**config.mk**
```make
export PLATFORM = sky130hd
export DESIGN_NAME = issue_scoreboard
export DESIGN_NICKNAME = d
export VERILOG_FILES = /design/src/rtl/rv_opcodes_pkg.sv /design/src/rtl/instr_fifo.sv /design/src/rtl/issue_scoreboard.sv
export SDC_FILE = /design/constraint.sdc
export NUM_CORES = 1
export LEC_CHECK = 0
export ABC_AREA = 1
export CELL_PAD_IN_SITES_DETAIL_PLACEMENT = 0
export CELL_PAD_IN_SITES_GLOBAL_PLACEMENT = 1
export CORE_ASPECT_RATIO = 1.5
export CORE_UTILIZATION = 47
export CTS_CLUSTER_SIZE = 30
export DETAILED_ROUTE_END_ITERATION = 10
export PLACE_DENSITY = 0.88
export SETUP_SLACK_MARGIN = 0.3
export SKIP_LAST_GASP = 1
export SLEW_MARGIN = 25
export SYNTH_ARGS = -nofsm -noshare
export SYNTH_HDL_FRONTEND = slang
export SYNTH_SLANG_ARGS = --single-unit
```
**constraint.sdc**
```tcl
create_clock -name clk -period 16.7 [get_ports clk]
set_input_delay 2.505 -clock clk [delete_from_list [all_inputs] [get_ports clk]]
set_output_delay 2.505 -clock clk [all_outputs]
set_load 0.02 [all_outputs]
```
**src/rtl/rv_opcodes_pkg.sv**
```systemverilog
// Shared RV64 opcode table and register-use decode.
// The decoder and the hazard logic both take their view of an instruction from here.
package rv_opcodes_pkg;

  localparam logic [6:0] OP_LUI       = 7'b0110111;
  localparam logic [6:0] OP_AUIPC     = 7'b0010111;
  localparam logic [6:0] OP_JAL       = 7'b1101111;
  localparam logic [6:0] OP_JALR      = 7'b1100111;
  localparam logic [6:0] OP_BRANCH    = 7'b1100011;
  localparam logic [6:0] OP_LOAD      = 7'b0000011;
  localparam logic [6:0] OP_STORE     = 7'b0100011;
  localparam logic [6:0] OP_OP_IMM    = 7'b0010011;
  localparam logic [6:0] OP_OP_IMM_32 = 7'b0011011;
  localparam logic [6:0] OP_OP        = 7'b0110011;
  localparam logic [6:0] OP_OP_32     = 7'b0111011;

  // Which register fields an instruction actually uses.
  typedef struct packed {
    logic use1;  // reads rs1
    logic use2;  // reads rs2
    logic wr;    // writes rd
  } reg_use_t;

  // Unknown opcodes read nothing and write nothing, so they never stall.
  function automatic reg_use_t decode_use(input logic [6:0] op);
    reg_use_t u;
    u = '0;
    case (op)
      OP_LUI, OP_AUIPC, OP_JAL:   u = '{use1: 1'b0, use2: 1'b0, wr: 1'b1};
      OP_JALR, OP_LOAD,
      OP_OP_IMM, OP_OP_IMM_32:    u = '{use1: 1'b1, use2: 1'b0, wr: 1'b1};
      OP_BRANCH, OP_STORE:        u = '{use1: 1'b1, use2: 1'b1, wr: 1'b0};
      OP_OP, OP_OP_32:            u = '{use1: 1'b1, use2: 1'b1, wr: 1'b1};
      default:                    u = '0;
    endcase
    return u;
  endfunction

endpackage

```
**src/rtl/instr_fifo.sv**
```systemverilog
// Generic synchronous FIFO with push/pop/flush and an occupancy count.
// Read data is the head entry, available combinationally.
module instr_fifo #(
  parameter int DEPTH = 4,
  parameter int W     = 96
) (
  input  logic                         clk,
  input  logic                         reset,
  input  logic                         flush,
  input  logic                         push,
  input  logic                         pop,
  input  logic [W-1:0]                 wdata,
  output logic [W-1:0]                 rdata,
  output logic                         full,
  output logic                         empty,
  output logic [$clog2(DEPTH+1)-1:0]   count
);

  localparam int PTR_W = $clog2(DEPTH);
  localparam int CNT_W = $clog2(DEPTH+1);

  logic [W-1:0]     mem [DEPTH];
  logic [PTR_W-1:0] wr_ptr;
  logic [PTR_W-1:0] rd_ptr;
  logic             do_push;

  assign do_push = push && !flush;
  assign full    = (count == CNT_W'(DEPTH));
  assign empty   = (count == '0);
  assign rdata   = mem[rd_ptr];

  // Storage write; an entry only becomes visible through the pointers/count.
  // NOTE: the array is deliberately not reset -- validity comes from count, and a reset
  // on storage would cost a flop reset per bit for no functional gain.
  always_ff @(posedge clk) begin
    if (do_push) mem[wr_ptr] <= wdata;
  end

  // Pointers and occupancy; DEPTH is a power of two so pointers wrap naturally.
  // NOTE: sequential state uses non-blocking assignments so every flop samples pre-edge values.
  always_ff @(posedge clk or negedge reset) begin
    if (!reset) begin
      wr_ptr <= '0;
      rd_ptr <= '0;
      count  <= '0;
    end else if (flush) begin
      wr_ptr <= '0;
      rd_ptr <= '0;
      count  <= '0;
    end else begin
      if (do_push) wr_ptr <= wr_ptr + PTR_W'(1);
      if (pop)     rd_ptr <= rd_ptr + PTR_W'(1);
      case ({do_push, pop})
        2'b10:   count <= count + CNT_W'(1);
        2'b01:   count <= count - CNT_W'(1);
        default: count <= count;
      endcase
    end
  end

endmodule

```
**src/rtl/issue_scoreboard.sv**
```systemverilog
// In-order issue buffer between fetch and decode. Holds the head instruction
// while any register it reads or writes has a write-back still outstanding.
module issue_scoreboard
  import rv_opcodes_pkg::*;
#(
  parameter int DEPTH = 4,
  parameter int PC_W  = 64
) (
  input  logic                         clk,
  input  logic                         reset,
  input  logic                         flush,
  input  logic                         in_valid,
  output logic                         in_ready,
  input  logic [31:0]                  in_instr,
  input  logic [PC_W-1:0]              in_pc,
  output logic                         out_valid,
  input  logic                         out_ready,
  output logic [31:0]                  out_instr,
  output logic [PC_W-1:0]              out_pc,
  input  logic                         wb_valid,
  input  logic [4:0]                   wb_rd,
  output logic                         stall_raw,
  output logic [31:0]                  busy_mask,
  output logic [$clog2(DEPTH+1)-1:0]   count
);

  localparam int ENT_W = PC_W + 32;

  logic [ENT_W-1:0] head;
  logic             fifo_full;
  logic             fifo_empty;
  logic             push;
  logic             issue;
  logic [31:0]      busy_q;
  logic [4:0]       rd;
  logic [4:0]       rs1;
  logic [4:0]       rs2;
  reg_use_t         head_use;
  logic             hazard;
  logic [31:0]      set_mask;
  logic [31:0]      clr_mask;

  instr_fifo #(
    .DEPTH (DEPTH),
    .W     (ENT_W)
  ) u_fifo (
    .clk   (clk),
    .reset (reset),
    .flush (flush),
    .push  (push),
    .pop   (issue),
    .wdata ({in_pc, in_instr}),
    .rdata (head),
    .full  (fifo_full),
    .empty (fifo_empty),
    .count (count)
  );

  assign in_ready  = !fifo_full;
  assign push      = in_valid && in_ready;
  assign out_pc    = head[ENT_W-1:32];
  assign out_instr = head[31:0];
  assign busy_mask = busy_q;

  assign rd       = out_instr[11:7];
  assign rs1      = out_instr[19:15];
  assign rs2      = out_instr[24:20];
  assign head_use = decode_use(out_instr[6:0]);

  // Hazard check against the registered scoreboard only: a write-back this cycle
  // does not release a dependent until the following cycle.
  // NOTE: every combinational output gets a default first so no path can infer a latch.
  always_comb begin
    hazard = 1'b0;
    if (head_use.use1 && busy_q[rs1]) hazard = 1'b1;
    if (head_use.use2 && busy_q[rs2]) hazard = 1'b1;
    if (head_use.wr   && busy_q[rd])  hazard = 1'b1;
  end

  assign out_valid = !fifo_empty && !hazard;
  assign stall_raw = !fifo_empty &&  hazard;
  assign issue     = out_valid && out_ready;

  // Set/clear requests for this edge; x0 is never tracked.
  always_comb begin
    set_mask = '0;
    clr_mask = '0;
    if (issue && head_use.wr && (rd != 5'd0)) set_mask[rd]    = 1'b1;
    if (wb_valid && (wb_rd != 5'd0))         clr_mask[wb_rd] = 1'b1;
  end

  // Scoreboard update; flush leaves it alone because issued ops still write back.
  always_ff @(posedge clk or negedge reset) begin
    if (!reset) begin
      busy_q <= '0;
    end else begin
      busy_q <= ((busy_q & ~clr_mask) | set_mask) & 32'hFFFF_FFFE;
    end
  end

  // A set and clear of the same register would mean a WAW slipped through.
  a_no_set_clr_overlap: assert property (@(posedge clk) disable iff (!reset)
    ((set_mask & clr_mask) == 32'd0))
    else $error("scoreboard set and clear collide on the same register");

  // Write-back for a register nobody is waiting on points at an upstream bug.
  a_wb_targets_busy: assert property (@(posedge clk) disable iff (!reset)
    (wb_valid && (wb_rd != 5'd0)) |-> busy_q[wb_rd])
    else $error("write-back to a register that is not busy");

endmodule

```
==> metrics <==
CTS tree built; Worst EP required ~14 ns; Fill cells 2,915; leading area contributor after synthesis edfxtp_1; Critical path origin u_fifo.rd_ptr[1]; synthesized flop and latch total 422; Die Y between 200 and 250 µm; CP peak stage delay 0.77 ns; NumNets Final 1,837; sequential area share after synthesis 0.7064; DPL Wire Length 27.92 mm; Pwr Density 157.9 nW/µm²; crit path max fanout 84; Avg Vias per Cell between 5 and 6; all-layer global routing usage 0.2293; Core Util, Final 0.5888; dpl cell area 20,470 µm²; adder-cell share of the synthesized area 0.003965; RR Startpoint u_fifo.rd_ptr[1]; Syn-to-layout area delta 22.98%; post-route setup slack 9.361 ns; GRT overflow 0; Vias 12,230; most frequent cells in the layout 384 x edfxtp_1, 249 x nand2_1, 239 x clkdlybuf4s50_1; Avg Inst Size Synth roughly 12 µm²; max-slew violations 0; r2r worst-path depth 16; die area 38,390 µm²; initial antenna violation count 4; max-cap viol count 0; vias in the first global route 12,170; worst min-delay path class flip-flop to flip-flop; design area 21,730 µm²; R2R setup slack 11.99 ns; hold path depth 2; die width 160.3 µm; cts hold-fix bufs 0; most used cell, CP nand3_1; Avg WL per Cell 19.71 µm; CP Capture Type primary output; initial drt markers 969; XOR/XNOR share of the synthesized area 0.0004956; Post-CTS Resized 0; YS warnings 0; first-pass GRT wire length 67.48 mm; root buffer cell clkbuf_16; Synth area leaders edfxtp_1 65%, o21ai_0 5.7%, dfrtp_1 5.4%, nand2_1 5.3%, nor2_1 4.0%; TNS Setup 0 ns; setup bufs post-CTS 0; Core Rows 86; min Tclk post-route 7.339 ns; largest family of logic cells by synthesized area simple AND/OR/NAND/NOR gates; Critical Path Source Type flip-flop; RSZ-0062 raised after global routing no; hold path startpoint busy_mask[14]; CTS buffer count 40; CP Cell Sequence clkinv_2, buf_4, nand3_2, nand2_2, nand2_1, nand3_1, nand3_1, nand3_1, nand3b_1, nand3_1, nand3_2, nor2_4, clkdlybuf4s50_1; fraction of layout cells with a size suffix above 1 0.08167; Hold Vio Cnt, Final 0; synthesized area 17,670 µm²; Routed WL 44.08 mm; PortBufs approximately 240; slowest library cell on the worst path buf_4; Routability Congestion just over 0.9; CTS Buffer Depth 3; status complete, no violations; WHS Endpoint busy_mask[14]; clk sinks around 420; crit path kind flip-flop to primary output; Yosys cell types 37; I/O pin cnt 241; Post-Syn Nets 1,619; Gate Count Post-Synth roughly 1,500; slew at the pin with the worst max-slew slack 1.008 ns; H-tree depth 2; Clock Skew approximately 0.010 ns; Worst-Skew Late Latency roughly 0.54 ns; Post-Place Setup Slack 9.950 ns; top-area cell type share of the netlist area 0.6526; P_leak 0.007735 µW; Compound-Gate Fraction of Synth Area 0.1060; core area 36,910 µm²; clock-pin slew on the worst setup and hold paths around 0.060 ns; Initial Util 0.4788; maximum clock rate 0.1363 GHz; multiplexer area fraction after synthesis 0.0005665; most common cell after layout, fill and taps aside edfxtp_1; final critical-path share of the clock period 0.4394; Synth Area in Simple Gates 0.1411; setup violators final 0; Worst IR Drop VDD 130.5 µV; Detail Route Antenna Nets 0; largest net degree at the start of global routing 100; first-pass iteration count of the detailed router 5; Worst Path Arrival 4.83 ns; DRC viols 0; Worst R2R End busy_mask[31]; relative max-transition margin 0.3282
-- flip-flops by register name, summed over array words and instances (netlist names) --
signal	cells
u_fifo.rd_ptr	2
busy_mask	31
u_fifo.wr_ptr	2
u_fifo.mem	384
u_fifo.count	3
-- report_power, final --
group / switching (µW) / leakage, µW / internal (µW) / total (µW)
clock network: 372 / 0.000610 / 505 / 878
logic: 804 / 0.00312 / 457 / 1260
registers: 63.5 / 0.00400 / 1230 / 1290
-- cells in the mapped netlist --
cell type,n
a21oi_1,6
a32oi_1,1
a32oi_2,2
buf_1,2
buf_2,11
buf_4,6
buf_6,10
clkbuf_1,48
conb_1,1
dfrtp_1,38
edfxtp_1,384
fa_1,1
ha_1,4
inv_1,78
inv_2,8
inv_4,1
mux2i_1,1
nand2_1,249
nand2_2,10
nand3_1,108
nand3_2,7
nand3_4,1
nand3b_1,2
nand4_1,2
nor2_1,188
nor2_2,7
nor2_4,3
nor3_1,9
nor4_1,1
o211ai_1,4
o21ai_0,201
o21ai_1,6
o21ai_2,29
o22ai_1,75
o22ai_2,1
or2_2,1
xnor2_1,1
-- worst max-delay path, delay by kind of cell (launching register included) --
family | cells | cell delay [ns]
buffers and inverters | 3 | 1.69
DFF | 1 | 0.68
and+or+nand+nor | 10 | 1.82
-- worst max path at each step --
stage	endpoint	slack [ns]	cells after the start
after floorplan	u_fifo.mem[0][0]	9.32	4
after global placement	out_valid	9.90	13
after detailed placement	out_valid	9.95	13
after CTS	out_valid	9.37	13
after global routing	out_valid	9.09	15
final	out_valid	9.36	13
-- layout make-up --
class | instances | area (µm²) | share of cell area
antenna | 1 | 2.502 | 0.0001152
clock buffer | 49 | 1077 | 0.04957
clock inverter | 19 | 183.9 | 0.008464
inverter | 87 | 332.8 | 0.01532
multi-input combinational | 921 | 4489 | 0.2066
sequential | 422 | 12490 | 0.5747
tap | 484 | 605.6 | 0.02787
timing repair buffer | 253 | 2550 | 0.1173
-- layer usage --
metal / global-route usage / part of all wire / up-vias
li1: - / - / 5774
met1: 0.2672 / 0.38 / 5966
met2: 0.4112 / 0.52 / 410
met3: 0.05022 / 0.064 / 76
met4: 0.08687 / 0.027 / 6
met5: 0 / 0.00088 / -
-- cell families after synthesis --
kind of cell / count (synthesis)
buf+inv: 164
mux: 1
fa+ha+maj: 5
other cells: 1
xor+xnor: 1
compound gates: 325
simple gates: 588
flops: 422
-- stage by stage --
step	instances	power (µW)	hold WS (ns)
detailed placement	2167	2577	0.5579
global route	2236	3598	0.6000
finish	2236	3431	0.5739
CTS	2235	3454	0.5732
global placement	2164	2558	0.5477
floorplan	1507	2058	0.5796
(Power assumes the default switching activity.)
